[config.mk]
export PLATFORM = sky130hd
export DESIGN_NAME = sample_accumulator
export DESIGN_NICKNAME = d
export VERILOG_FILES = /design/src/rtl/synth_pkg.sv /design/src/rtl/sample_scaler.sv /design/src/rtl/sample_accumulator.sv
export SDC_FILE = /design/constraint.sdc
export NUM_CORES = 1
export LEC_CHECK = 0
export ABC_AREA = 1
export BUFFER_PORTS_ARGS = -buffer_cell sky130_fd_sc_hd__buf_4
export CAP_MARGIN = 15
export CORE_MARGIN = 5
export CORE_UTILIZATION = 30
export DETAILED_ROUTE_END_ITERATION = 10
export HOLD_SLACK_MARGIN = 0.12
export REMOVE_ABC_BUFFERS = 1
export SLEW_MARGIN = 20
export SYNTH_ARGS = -nofsm -noshare
export SYNTH_HDL_FRONTEND = slang
export SYNTH_SLANG_ARGS = --single-unit
[constraint.sdc]
create_clock -name i_Clock -period 3.55 [get_ports i_Clock]
set_clock_uncertainty 0.15 [all_clocks]
set_input_delay 0.355 -clock i_Clock [delete_from_list [all_inputs] [get_ports i_Clock]]
set_output_delay 0.355 -clock i_Clock [all_outputs]
set_load 0.05 [all_outputs]
[src/rtl/synth_pkg.sv]
// Shared defaults, sample typedef and clog2 helper for the sample accumulator slice.
package synth_pkg;

    localparam int unsigned DEF_SUB_WIDTH      = 16;
    localparam int unsigned DEF_OUT_WIDTH      = 16;
    localparam int unsigned DEF_NUM_SUBSAMPLES = 16;
    localparam int unsigned DEF_OUT_SHIFT      = 4;

    typedef logic signed [15:0] sample_t;

    function automatic int unsigned clog2(input int unsigned value);
        int unsigned result;
        int unsigned span;
        result = 0;
        span   = 1;
        while (span < value) begin
            span   = span << 1;
            result = result + 1;
        end
        return result;
    endfunction

endpackage

[src/rtl/sample_scaler.sv]
// Arithmetic right shift of the final sum, then fit to OUT_WIDTH.
// SAMPLE_ACCUMULATOR_SATURATE_EN selects clamping; otherwise the low bits wrap.
module sample_scaler
    import synth_pkg::*;
#(
    parameter int unsigned ACC_WIDTH = DEF_SUB_WIDTH + 4,
    parameter int unsigned OUT_WIDTH = DEF_OUT_WIDTH,
    parameter int unsigned OUT_SHIFT = DEF_OUT_SHIFT
) (
    input  logic [ACC_WIDTH-1:0] i_Sum,
    output logic [OUT_WIDTH-1:0] o_Scaled
);

    // Extended width keeps the range checks valid even if OUT_WIDTH exceeds ACC_WIDTH.
    localparam int unsigned EXT_WIDTH = ACC_WIDTH + OUT_WIDTH;

    logic signed [EXT_WIDTH-1:0] w_Ext;
    logic signed [EXT_WIDTH-1:0] w_Shifted;

    assign w_Ext     = EXT_WIDTH'(signed'(i_Sum));
    assign w_Shifted = w_Ext >>> OUT_SHIFT;

`ifdef SAMPLE_ACCUMULATOR_SATURATE_EN
    localparam logic signed [EXT_WIDTH-1:0] MAX_VAL =
        {{(EXT_WIDTH-OUT_WIDTH+1){1'b0}}, {(OUT_WIDTH-1){1'b1}}};
    localparam logic signed [EXT_WIDTH-1:0] MIN_VAL =
        {{(EXT_WIDTH-OUT_WIDTH+1){1'b1}}, {(OUT_WIDTH-1){1'b0}}};

    always_comb begin
        o_Scaled = OUT_WIDTH'(w_Shifted);
        if (w_Shifted > MAX_VAL) begin
            o_Scaled = OUT_WIDTH'(MAX_VAL);
        end else if (w_Shifted < MIN_VAL) begin
            o_Scaled = OUT_WIDTH'(MIN_VAL);
        end
    end
`else
    assign o_Scaled = OUT_WIDTH'(w_Shifted);
`endif

endmodule

[src/rtl/sample_accumulator.sv]
// Sums NUM_SUBSAMPLES signed subsamples into one scaled output sample with a valid/ready
// output register and sticky overrun flag. Fit mode set by SAMPLE_ACCUMULATOR_SATURATE_EN.
module sample_accumulator
    import synth_pkg::*;
#(
    parameter int unsigned SUB_WIDTH      = DEF_SUB_WIDTH,
    parameter int unsigned OUT_WIDTH      = DEF_OUT_WIDTH,
    parameter int unsigned NUM_SUBSAMPLES = DEF_NUM_SUBSAMPLES,
    parameter int unsigned OUT_SHIFT      = DEF_OUT_SHIFT
) (
    input  logic                                i_Clock,
    input  logic                                i_Reset,
    input  logic                                i_SubsampleValid,
    input  logic [SUB_WIDTH-1:0]                i_Subsample,
    output logic                                o_SampleValid,
    output logic [OUT_WIDTH-1:0]                o_Sample,
    input  logic                                i_SampleReady,
    output logic                                o_Overrun,
    input  logic                                i_ClearOverrun,
    output logic [clog2(NUM_SUBSAMPLES)-1:0]    o_SubsampleCount
);

    localparam int unsigned CNT_WIDTH = clog2(NUM_SUBSAMPLES);
    localparam int unsigned ACC_WIDTH = SUB_WIDTH + CNT_WIDTH;
    localparam logic [CNT_WIDTH-1:0] LAST_COUNT = CNT_WIDTH'(NUM_SUBSAMPLES - 1);

    logic signed [ACC_WIDTH-1:0] r_Acc;
    logic [CNT_WIDTH-1:0]        r_Count;
    logic [OUT_WIDTH-1:0]        r_Sample;
    logic                        r_SampleValid;
    logic                        r_Overrun;

    logic signed [ACC_WIDTH-1:0] w_SubExt;
    logic signed [ACC_WIDTH-1:0] w_Sum;
    logic [OUT_WIDTH-1:0]        w_Scaled;
    logic                        w_Last;
    logic                        w_Handshake;

    assign w_SubExt    = ACC_WIDTH'(signed'(i_Subsample));
    assign w_Sum       = r_Acc + w_SubExt;
    assign w_Last      = i_SubsampleValid && (r_Count == LAST_COUNT);
    assign w_Handshake = r_SampleValid && i_SampleReady;

    sample_scaler #(
        .ACC_WIDTH (ACC_WIDTH),
        .OUT_WIDTH (OUT_WIDTH),
        .OUT_SHIFT (OUT_SHIFT)
    ) u_scaler (
        .i_Sum    (w_Sum),
        .o_Scaled (w_Scaled)
    );

    always_ff @(posedge i_Clock) begin
        if (i_Reset) begin
            r_Acc         <= '0;
            r_Count       <= '0;
            r_Sample      <= '0;
            r_SampleValid <= 1'b0;
            r_Overrun     <= 1'b0;
        end else begin
            if (w_Last) begin
                r_Acc   <= '0;
                r_Count <= '0;
            end else if (i_SubsampleValid) begin
                r_Acc   <= w_Sum;
                r_Count <= r_Count + CNT_WIDTH'(1);
            end

            // A load wins over a handshake so a coinciding completion keeps valid high.
            if (w_Last) begin
                r_Sample      <= w_Scaled;
                r_SampleValid <= 1'b1;
            end else if (w_Handshake) begin
                r_SampleValid <= 1'b0;
            end

            if (i_ClearOverrun) begin
                r_Overrun <= 1'b0;
            end else if (w_Last && r_SampleValid && !i_SampleReady) begin
                r_Overrun <= 1'b1;
            end
        end
    end

    assign o_SampleValid    = r_SampleValid;
    assign o_Sample         = r_Sample;
    assign o_Overrun        = r_Overrun;
    assign o_SubsampleCount = r_Count;

endmodule

=== Yosys cells after proc, flatten, opt, wreduce, memory -nomap -nowiden ===
Index checks and enable logic that the tools add are counted.

* Bits in registers: 42

* Muxes and demuxes: 2
* Reductions and logical operators: 8
* $add $sub $neg: 2
* Equal/unequal tests: 1

{| class="wikitable"
|+ Operator list
! kind !! count
|-
| 20-bit by 16-bit adder with 20-bit output || 1
|-
| 4-bit by 1-bit adder with 4-bit output (second input constant) || 1
|-
| 4-bit == test (second input constant) || 1
|-
| 1-bit logical AND || 4
|-
| 2-bit OR reduction || 2
|-
| 1-bit 2-to-1 mux || 2
|-
| 2-bit nonzero test || 1
|-
| 1-bit logical NOT || 1
|}

=== Logic depth before layout (Yosys ltp) ===
Gate-level depths: netlist (run 1).

* Depth in word-level cells: 4
* Gate-level depth with buffers: 13
* Depth with buffers taken out: 13

=== Cells and area by module ===
Synthesis (run 1) repeated with hierarchy kept, for this count alone.

* Cells, all modules: 465
* Area total of the unflattened synthesis: 2,941.6 um^2

{| class="wikitable"
|+ Modules (own cells, without submodules)
! module !! area an instance (um^2) !! instances !! cells each !! seq. area each (um^2)
|-
| sample_accumulator || 2,821.5 || 1 || 449 || 840.8
|-
| sample_scaler || 120.1 || 1 || 16 || 0.0
|}

=== Worst setup path before layout (run 1) ===
OpenSTA, ideal clock, no wires.

* Path kind: reg2reg
* Start: register r_Count[1] (netlist: o_SubsampleCount[1])
* End: register r_Acc[14]
* Setup time: 109 ps
* Setup slack: 1,630 ps
* Required time: 3,291 ps
* Path buffers: 1
* Stages on the path, launching flop included: 10
* Arrival time: 1,661 ps
* Period minus slack after synthesis: 1,920 ps
* Cell sequence: dfxtp_1 ha_1 nand3_1 nor2_4 nor2_4 inv_1 buf_2 nor2_1 nand2_1 inv_1

* Word-level cells in the longest chain between the ends: 3

{| class="wikitable"
|+ RTL lines
! item !! RTL line !! RTL
|-
| start, declared || sample_accumulator.sv:28 || <nowiki>logic [CNT_WIDTH-1:0] r_Count;</nowiki>
|-
| start signal, assigned || sample_accumulator.sv:66 || <nowiki>r_Count <= r_Count + CNT_WIDTH'(1);</nowiki>
|-
| 4-bit == test || sample_accumulator.sv:41 || <nowiki>assign w_Last = i_SubsampleValid && (r_Count == LAST_COUNT);</nowiki>
|-
| 1-bit logical AND || sample_accumulator.sv:41 ||
|-
| 2-bit OR reduction (no line) || n/a ||
|-
| end signal, assigned || sample_accumulator.sv:65 || <nowiki>r_Acc <= w_Sum;</nowiki>
|-
| end, declared || sample_accumulator.sv:27 || <nowiki>logic signed [ACC_WIDTH-1:0] r_Acc;</nowiki>
|}

No other way between the ends.
A chain may end at the register's enable or synchronous reset.

=== Worst setup path after layout (run 1) ===
* Start: input i_Reset
* End: register r_Acc[6]

* Word-level cells in the longest chain between the ends: 1

{| class="wikitable"
|+ RTL lines
! item !! RTL line !! RTL
|-
| start, declared || sample_accumulator.sv:12 || <nowiki>input logic i_Reset,</nowiki>
|-
| 2-bit OR reduction (no line) || n/a ||
|}

No other way between the ends.

==> flow_metrics.env, run 1 <==
export IMPL_status="finished clean"
export IMPL_coreArea_sq_mm=0.00911
export IMPL_synth_main_ff_cell="dfxtp_1"
export IMPL_clk_latency_ns=0.31
export IMPL_yosysMostFrequentCell="nand2_1"
export IMPL_remaining_drc_errors=0
export IMPL_grt_pass1_vias=2583
export IMPL_overflow=0
export IMPL_max_cap_violations=0
export IMPL_ios=43
export IMPL_vdd_ir_drop_max_uv=147
export IMPL_arrival_ns=2.34
export IMPL_htreeDepth=2
export IMPL_cts_tree="built"
export IMPL_numCtsBuffers=5
export IMPL_yosysWarnings=0
export IMPL_synth_top_area_frac=0.306
export IMPL_layout_drive_gt1_share=0.142
export IMPL_area_growth_pct=19.2
export IMPL_drt_total_wl_mm=6.49
export IMPL_worstPathRequired_ns=3.66
export IMPL_postSynthAreaPerCell_sq_um=6.34
export IMPL_finalSetupViolations=0
export IMPL_hold_violations=0
export IMPL_fillerInstances=994
export IMPL_reg2reg_slack_ns=1.32
export IMPL_die_y_um=106
export IMPL_clock_fmax_ghz=0.447
export IMPL_maxSlewHeadroom=0.514
export IMPL_via_per_inst=4.44
export IMPL_post_cts_buffers=0
export IMPL_p_per_area_mw_per_mm2=377
export IMPL_start_kind="input port"
export IMPL_rsz0062_at_grt="false"
export IMPL_cts_resized=0
export IMPL_detail_route_antenna_nets=0
export IMPL_routedWlPerCell_um=11.0
export IMPL_synthCells=434
export IMPL_fin_crit_sh=0.630
export IMPL_gp_congestion=0.806
export IMPL_fin_setup_tns_ns=0
export IMPL_die_area_sq_mm=0.0112
export IMPL_vias=2615
export IMPL_synthTopCellsByArea="dfxtp_1, nand2_1, ha_1"
export IMPL_cts_hold_buf=2
export IMPL_grt_first_pass_wirelength_mm=11.2
export IMPL_place_area_sq_mm=0.00316
export IMPL_nets=519
export IMPL_dr_pass1_iters=4
export IMPL_timing_final_crit_period_ns=2.23
export IMPL_post_route_cell_area_sq_mm=0.00328
export IMPL_power_leakage_nw=1.84
export IMPL_slew_violations=0
export IMPL_yosysTopAreaCell="dfxtp_1"
export IMPL_synth_seq_cells=42
export IMPL_synth_top_cells_by_count="nand2_1, inv_1, nor2_1, dfxtp_1, nand3_1"
export IMPL_cts_sinks=42
export IMPL_utilization=0.360
export IMPL_ys_async_sr_fraction=0
export IMPL_synth_edf_count=0
export IMPL_whs_ns=0.180
export IMPL_drt_iter0_drc=64
export IMPL_cts_root_buffer="clkbuf_8"
export IMPL_tightest_slew_ns=0.727
export IMPL_initial_utilization=0.302
export IMPL_crit_path_max_fanout=21
export IMPL_clock_path_buffers=2
export IMPL_die_x_um=106
export IMPL_track_usage=0.121
export IMPL_path_class="in2reg"
export IMPL_dp_hpwl_mm=5.15
export IMPL_min_delay_path_depth=4
export IMPL_n_antenna_cell=0
export IMPL_yosysSeqAreaShare=0.306
export IMPL_cts_clk_slew_worst_paths_ns=0.10
export IMPL_holdCritPathClass="in2reg"
export IMPL_worstRegToRegCells=8
export IMPL_seqCellArea_sq_um=841
export IMPL_antenna_found_initial=0
export IMPL_numPortBuffers=42
export IMPL_syn_area_sq_mm=0.00275
export IMPL_multi_input_area_sq_mm=0.00164
export IMPL_grt_max_degree=39
export IMPL_critPathCaptureType="flop"
export IMPL_rows=35
export IMPL_ys_types=31
==> layout make-up <==
cell class,instances,share of cell area
Timing Repair Buffer,44,0.102
Multi-Input combinational cell,322,0.499
Clock buffer,5,0.0210
Tap cell,111,0.0424
Inverter,62,0.0710
Sequential cell,42,0.256
Clock inverter,3,0.00763
==> placed cells by master, fill, tap and decap left out <==
| master | netlist | layout |
|---|---|---|
| xnor2_1 | 3 | 3 |
| inv_1 | 57 | 57 |
| nor2_2 | 2 | 2 |
| o31ai_1 | 1 | 1 |
| nor3_1 | 1 | 1 |
| nand3_1 | 28 | 28 |
| ha_1 | 20 | 20 |
| nand3_2 | 3 | 3 |
| and3_1 | 1 | 1 |
| a211oi_1 | 1 | 1 |
| buf_4 | 1 | 42 |
| clkinvlp_4 | 0 | 1 |
| nor2_1 | 56 | 56 |
| inv_2 | 5 | 5 |
| a22o_1 | 2 | 2 |
| dlygate4sd3_1 | 0 | 2 |
| xor2_1 | 7 | 7 |
| o211ai_1 | 1 | 1 |
| a21oi_2 | 2 | 2 |
| a21boi_0 | 1 | 1 |
| nor3b_1 | 1 | 1 |
| nand2_1 | 149 | 149 |
| o21ai_0 | 11 | 11 |
| inv_6 | 0 | 1 |
| o21bai_1 | 2 | 2 |
| and2_1 | 3 | 3 |
| clkbuf_8 | 0 | 5 |
| fa_1 | 1 | 1 |
| nand2_2 | 3 | 3 |
| nand4_1 | 1 | 1 |
| a21oi_1 | 19 | 19 |
| nor2_4 | 3 | 3 |
| dfxtp_1 | 42 | 42 |
| clkinv_4 | 0 | 1 |
==> power by group <==
part	internal [mW]	switching [mW]
Combinational	0.145	0.244
Clock	0.142	0.191
Sequential	0.498	0.0166
==> worst max-delay path, stage by stage <==
cell and delay, ns:
dlygate4sd3_1 0.54, buf_4 0.17, nor2_4 0.43, inv_1 0.48, nor2_1 0.19, o21ai_0 0.10, inv_1 0.06
==> routing by layer <==
layer | up-vias | global-route usage | share of wire
li1 | 1427 | - | -
met1 | 1146 | 0.150 | 0.48
met2 | 35 | 0.208 | 0.47
met3 | 7 | 0.0269 | 0.042
met4 | 0 | 0.0333 | 0.011
met5 | - | 0 | 0
==> stage by stage <==
| stage | total power [mW] | instances | setup slack [ns] |
|---|---|---|---|
| global route | 1.33 | 589 | 1.10 |
| floorplan | 0.815 | 426 | 1.46 |
| finish | 1.24 | 589 | 1.32 |
| detailed placement | 0.915 | 579 | 1.22 |
| global placement | 0.909 | 579 | 1.27 |
| CTS | 1.26 | 589 | 1.31 |
==> sequential cells by signal, summed over array words and instances, names as in the netlist <==
name              cells
r_Acc                20
o_Sample             16
o_SubsampleCount      4
o_Overrun             1
o_SampleValid         1
==> final timing paths <==
kind                                          from                    endpoint
hold reg to reg           o_Sample[8]$_SDFFE_PP0P_    o_Sample[8]$_SDFFE_PP0P_
setup reg to reg  o_SubsampleCount[0]$_SDFFE_PP0P_       r_Acc[6]$_SDFFE_PP0P_
hold / removal                       i_SampleReady  o_SampleValid$_SDFFE_PP0P_
setup / recovery                           i_Reset       r_Acc[6]$_SDFFE_PP0P_
==> cell families after synthesis <==
family                     share of synthesized area
AOI/OAI and AO/OA                             0.0837
xor gates and xnor gates                      0.0318
adders and majority gates                     0.0983
buffers and inverters                         0.0992
DFF                                            0.306
and+or+nand+nor                                0.381
Power figures use the tool's default switching activity.
==> inputs of run 2 (changes only) <==
==> constraint.sdc (replaced) <==
create_clock -name i_Clock -period 1.81 [get_ports i_Clock]
set_clock_uncertainty 0.15 [all_clocks]
set_input_delay 0.181 -clock i_Clock [delete_from_list [all_inputs] [get_ports i_Clock]]
set_output_delay 0.181 -clock i_Clock [all_outputs]
set_load 0.05 [all_outputs]
==> run 2 against run 1 <==
Against the previous run: hold slack worse by 0.036 ns; combinational power rose to 2.8 times the previous value; final area up 21%; global-route usage up 0.82 points; sequential share of layout area down 4.0 points; non-clock buffer count up 27; critical path depth up 5.
==> flow_metrics.env, run 2 (synthesized netlist as in run 1, its figures left out) <==
export IMPL_via_per_inst=4.57
export IMPL_vias=2813
export IMPL_max_cap_violations=0
export IMPL_overflow=0
export IMPL_n_antenna_cell=0
export IMPL_die_area_sq_mm=0.0112
export IMPL_power_share_clock=0.270
export IMPL_rows=35
export IMPL_holdCritPathClass="in2reg"
export IMPL_layout_drive_gt1_share=0.341
export IMPL_arrival_ns=1.84
export IMPL_seqCellArea_sq_um=857
export IMPL_track_usage=0.129
export IMPL_initial_utilization=0.302
export IMPL_p_per_area_mw_per_mm2=728
export IMPL_rsz0062_at_grt="true"
export IMPL_hold_violations=0
export IMPL_power_leakage_nw=2.03
export IMPL_die_y_um=106
export IMPL_worstRegToRegCells=12
export IMPL_drt_total_wl_mm=7.40
export IMPL_layout_commonest_cell="nand2_1"
export IMPL_detail_route_antenna_nets=0
export IMPL_intPower_mw=1.88
export IMPL_cts_tree="built"
export IMPL_numCtsBuffers=5
export IMPL_critPathSlowestCell="fa_2"
export IMPL_ios=43
export IMPL_maxSlewHeadroom=0.768
export IMPL_reg2reg_from="r_Acc[0]$_SDFFE_PP0P_"
export IMPL_numPortBuffers=42
export IMPL_reg2reg_slack_ns=0.02
export IMPL_dp_hpwl_mm=5.53
export IMPL_cpMostUsedCell="nand2_4"
export IMPL_crit_path_max_fanout=3
export IMPL_min_delay_path_depth=4
export IMPL_clk_latency_ns=0.30
export IMPL_worstPathRequired_ns=1.87
export IMPL_grt_pass1_vias=2749
export IMPL_start_kind="flop"
export IMPL_r2r_end="r_Acc[16]$_SDFFE_PP0P_"
export IMPL_dr_pass1_iters=4
export IMPL_timing_final_crit_period_ns=1.79
export IMPL_finalSetupViolations=0
export IMPL_utilization=0.435
export IMPL_hold_end="r_Acc[0]$_SDFFE_PP0P_"
export IMPL_area_growth_pct=44.2
export IMPL_vdd_ir_drop_max_uv=353
export IMPL_die_x_um=106
export IMPL_worstPathCellList="ha_4 > fa_2 > nand3_2 > nand3_4 > nand2_4 > nand2_4 > nand2_4 > nand2_2 > nand2_2 > nand3_2 > nand2_1 > inv_1"
export IMPL_whs_ns=0.144
export IMPL_cts_clk_slew_worst_paths_ns=0.09
export IMPL_min_from="i_Subsample[0]"
export IMPL_clock_fmax_ghz=0.559
export IMPL_tightest_slew_ns=0.348
export IMPL_routedWlPerCell_um=12.0
export IMPL_status="finished clean"
export IMPL_path_class="reg2reg"
export IMPL_coreArea_sq_mm=0.00911
export IMPL_clock_path_buffers=2
export IMPL_seq_power_share=0.359
export IMPL_power_frac_comb=0.370
export IMPL_met2_usage=0.228
export IMPL_cts_root_buffer="clkbuf_8"
export IMPL_layout_common_cells="nand2_1, buf_4, inv_1"
export IMPL_netSwitchingFraction=0.350
export IMPL_fin_crit_sh=0.987
export IMPL_grt_max_degree=21
export IMPL_grt_first_pass_wirelength_mm=12.0
export IMPL_grt_busiest_layer="met2"
export IMPL_cts_sinks=42
export IMPL_htreeDepth=2
export IMPL_multi_input_area_sq_mm=0.00206
export IMPL_fillerInstances=916
export IMPL_antenna_found_initial=0
export IMPL_remaining_drc_errors=0
export IMPL_drt_iter0_drc=82
export IMPL_gp_congestion=0.835
export IMPL_use_met3=0.0288
export IMPL_max_flop_register="r_Acc"
export IMPL_p_sw_mw=1.01
export IMPL_critPathCaptureType="flop"
export IMPL_slew_violations=0
export IMPL_nets=546
export IMPL_use_met1=0.155
export IMPL_largest_register_ffs=20
export IMPL_cpPeakStageDelay_ns=0.36
-- run 2: critical path, delay by kind of cell (launching register included) --
kind                       cells  cell delay, ns
and+or+nand+nor                9            0.65
buffers and inverters          1            0.03
adders and majority gates      2            0.52
DFF                            1            0.34
-- run 2: power groups by stage --
stage                     clock network (mW)  registers [mW]  logic (mW)
after CTS                              0.802            1.02       0.941
after floorplan                            0            1.04       0.564
after global placement                     0            1.03       0.831
after global routing                   0.832            1.04        1.20
after detailed placement                   0            1.03       0.842
final                                  0.781            1.04        1.07
-- run 2: worst max-delay path by stage --
stage                             end                              from  slack, ns  depth (start not counted)
3_5_place_dp   r_Acc[16]$_SDFFE_PP0P_                    i_Subsample[0]      -0.15                         13
2_1_floorplan  r_Acc[10]$_SDFFE_PP0P_  o_SubsampleCount[1]$_SDFFE_PP0P_      -0.28                          8
4_1_cts        r_Acc[16]$_SDFFE_PP0P_             r_Acc[0]$_SDFFE_PP0P_      -0.04                         12
3_3_place_gp   r_Acc[16]$_SDFFE_PP0P_                    i_Subsample[0]      -0.14                         13
6_report       r_Acc[16]$_SDFFE_PP0P_             r_Acc[0]$_SDFFE_PP0P_       0.02                         12
5_1_grt        r_Acc[16]$_SDFFE_PP0P_             r_Acc[0]$_SDFFE_PP0P_      -0.09                         12
-- run 2: layer usage --
metal  up-vias  wire, um
met2        42      3630
met4         0       123
met5         -         0
li1       1477         -
met1      1283      3350
met3        11       290
-- run 2: repair_timing --
action,CTS,global route
endpoints found under the hold margin,8,0
resized for setup,32,65
setup endpoints to repair,24,33
hold buffers,5,0
buffers inserted,0,2
pin swaps,6,12
-- run 2: cell type report --
cell class	instances	share of cell area
repair buffers	71	0.142
inverters	62	0.0587
clock buffers	5	0.0174
well taps	111	0.0350
clock inverters	3	0.0114
flip-flops and latches	42	0.216
multi-input cells	322	0.520
-- run 2: metrics by stage --
step	power (mW)	worst slack (ns)	instance area (sq um)	setup TNS, ns	cells
after floorplan	1.60	-0.281	2710	-5.69	426
after global placement	1.86	-0.144	3340	-1.67	601
after detailed placement	1.87	-0.153	3340	-2.06	601
after CTS	2.76	-0.0428	3690	-0.218	614
after global routing	3.07	-0.0877	3970	-0.959	616
final	2.89	0.0226	3970	0	616
==> inputs of run 3 (changes only) <==
--- a/config.mk
+++ b/config.mk
@@ -11,6 +11,7 @@
 export CORE_MARGIN = 5
 export CORE_UTILIZATION = 30
 export DETAILED_ROUTE_END_ITERATION = 10
+export GPL_TIMING_DRIVEN = 0
 export HOLD_SLACK_MARGIN = 0.12
 export REMOVE_ABC_BUFFERS = 1
 export SLEW_MARGIN = 20
==> run 3 against run 2 <==
Against the previous run: the run now ends with setup timing left; via count shrank 1.1%; final cell count shrank 1.8%; combinational power shrank 5%; core utilization shrank 1.6 points; first-iteration DRC count is the same; routed wire length grew 4.4%; setup slack lost 0.057 ns; die area is the same; hold slack lost 0.017 ns; largest power group is now registers; sequential power is essentially flat; sequential share of layout area grew 0.81 points; final area shrank 3.6%; critical path type unchanged.
==> flow_metrics.env, run 3 (synthesized netlist as in run 1, its figures left out) <==
export IMPL_use_met3=0.0276
export IMPL_setup_slack_ns=-0.0343
export IMPL_grt_pass1_vias=2614
export IMPL_cpPeakStageDelay_ns=0.36
export IMPL_holdCritPathClass="in2reg"
export IMPL_min_from="i_Subsample[0]"
export IMPL_worstPathCellList="ha_4 > fa_2 > buf_4 > nand3_2 > nand3_4 > nand2_2 > nand2_1 > nand2_1 > nand3_1 > nand2_1 > inv_1"
export IMPL_status="complete, but fails checks"
export IMPL_via_per_inst=4.60
export IMPL_place_inst=579
export IMPL_initial_utilization=0.302
export IMPL_vdd_ir_drop_max_uv=276
export IMPL_violations="setup timing"
export IMPL_critPathSlowestCell="fa_2"
export IMPL_finalSetupViolations=8
export IMPL_gp_congestion=0.882
export IMPL_fillerInstances=924
export IMPL_power_leakage_nw=1.95
export IMPL_layout_commonest_cell="nand2_1"
export IMPL_min_delay_path_depth=4
export IMPL_layout_drive_gt1_share=0.312
export IMPL_p_per_area_mw_per_mm2=706
export IMPL_largest_register_ffs=20
export IMPL_die_x_um=106
export IMPL_clock_path_buffers=2
export IMPL_finalNonFillerCells=605
export IMPL_timing_final_crit_period_ns=1.84
export IMPL_max_cap_violations=0
export IMPL_coreArea_sq_mm=0.00911
export IMPL_track_usage=0.130
export IMPL_numPortBuffers=42
export IMPL_fin_crit_sh=1.02
export IMPL_cts_sinks=42
export IMPL_tightest_slew_ns=0.641
export IMPL_clk_latency_ns=0.31
export IMPL_rsz0062_at_grt="true"
export IMPL_numCtsBuffers=5
export IMPL_overflow=0
export IMPL_dp_hpwl_mm=4.97
export IMPL_cts_root_buffer="clkbuf_8"
export IMPL_worstRegToRegCells=11
export IMPL_post_route_cell_area_sq_mm=0.00382
export IMPL_worstPathRequired_ns=1.87
export IMPL_antenna_found_initial=0
export IMPL_drt_total_wl_mm=7.73
export IMPL_drt_iter0_drc=82
export IMPL_dr_pass1_iters=4
export IMPL_ios=43
export IMPL_critPathCaptureType="flop"
export IMPL_clock_fmax_ghz=0.542
export IMPL_die_y_um=106
export IMPL_reg2reg_from="r_Acc[0]$_SDFFE_PP0P_"
export IMPL_met2_usage=0.224
export IMPL_cts_tree="built"
export IMPL_nets=535
export IMPL_crit_path_max_fanout=3
export IMPL_arrival_ns=1.91
export IMPL_slew_violations=0
export IMPL_maxSlewHeadroom=0.572
export IMPL_detail_route_antenna_nets=0
export IMPL_die_area_sq_mm=0.0112
export IMPL_path_class="reg2reg"
export IMPL_grt_max_degree=39
export IMPL_start_kind="flop"
export IMPL_cp_startpoint="r_Acc[0]$_SDFFE_PP0P_"
export IMPL_area_growth_pct=39.0
export IMPL_htreeDepth=2
export IMPL_n_antenna_cell=0
export IMPL_layout_common_cells="nand2_1, inv_1, buf_4"
export IMPL_grt_first_pass_wirelength_mm=11.9
export IMPL_use_met1=0.164
export IMPL_vias=2783
export IMPL_hold_violations=0
export IMPL_remaining_drc_errors=0
export IMPL_grt_busiest_layer="met2"
export IMPL_rows=35
export IMPL_cpMostUsedCell="nand2_1"
export IMPL_place_area_sq_mm=0.00316
export IMPL_max_flop_register="r_Acc"
export IMPL_cts_clk_slew_worst_paths_ns=0.09
export IMPL_routedWlPerCell_um=12.8
-- run 3: changes by cell type in the layout (fill, tap and decap cells not counted), moves of 2 or more --
cell | previous run | this run
inv_1 | 56 | 54
nand2_1 | 125 | 132
nor2_2 | 6 | 4
nand2_4 | 4 | 2
nor2_1 | 51 | 53
buf_4 | 64 | 54
dlygate4sd3_1 | 5 | 3
nand2_2 | 23 | 18
nand3_1 | 22 | 24
nand3_2 | 7 | 5
-- run 3: area by class of cell --
class | instances | area (sq um) | share of cell area
clock buffers | 5 | 68.8 | 0.0180
clock inverters | 3 | 25.0 | 0.00655
inverters | 62 | 236 | 0.0619
multi-input cells | 323 | 2040 | 0.534
flip-flops and latches | 42 | 857 | 0.224
well taps | 111 | 139 | 0.0363
repair buffers | 58 | 447 | 0.117
repair inverters | 1 | 7.51 | 0.00196
-- run 3: final timing paths --
kind / endpoint / slack [ns]
min: r_Acc[0]$_SDFFE_PP0P_ / 0.13
min reg2reg: o_Sample[10]$_SDFFE_PP0P_ / 0.31
max reg2reg: r_Acc[18]$_SDFFE_PP0P_ / -0.03
max: r_Acc[18]$_SDFFE_PP0P_ / -0.03
-- run 3: repair_timing --
action / in CTS / in global routing
setup endpoints to repair: 33 / 34
gates cloned: 2 / 0
hold buffers: 3 / 0
gates resized for setup: 30 / 59
buffers inserted: 11 / 2
pin swaps: 9 / 13
hold endpoints to repair: 3 / 0
-- run 3: power breakdown --
part           switching [mW]  internal (mW)  total (mW)
Clock                   0.369          0.279       0.647
Combinational           0.581          0.434        1.02
Sequential             0.0515          0.984        1.04
-- run 3: per-stage QoR --
| step | power (mW) | utilization | hold WS, ns | setup slack, ns | setup TNS [ns] |
|---|---|---|---|---|---|
| 2_1_floorplan | 1.60 | - | 0.103 | -0.281 | -5.69 |
| 3_3_place_gp | 1.78 | 0.347 | 0.195 | -0.385 | -8.62 |
| 3_5_place_dp | 1.79 | 0.347 | 0.198 | -0.442 | -9.50 |
| 4_1_cts | 2.56 | 0.391 | 0.126 | -0.0926 | -0.605 |
| 5_1_grt | 2.89 | 0.420 | 0.133 | -0.151 | -1.82 |
| 6_report | 2.70 | 0.420 | 0.127 | -0.0343 | -0.141 |
-- run 3: worst max-delay path: cells and delay by family, from the launching register on --
family,cells,cell delay (ns)
and+or+nand+nor,7,0.56
adders and majority gates,2,0.52
DFF,1,0.34
buffers and inverters,2,0.19
-- run 3: layer usage --
metal	share of wire	vias to the layer above
met4	0.016	0
met3	0.049	13
met2	0.49	52
met1	0.44	1254
li1	-	1464
met5	0	-
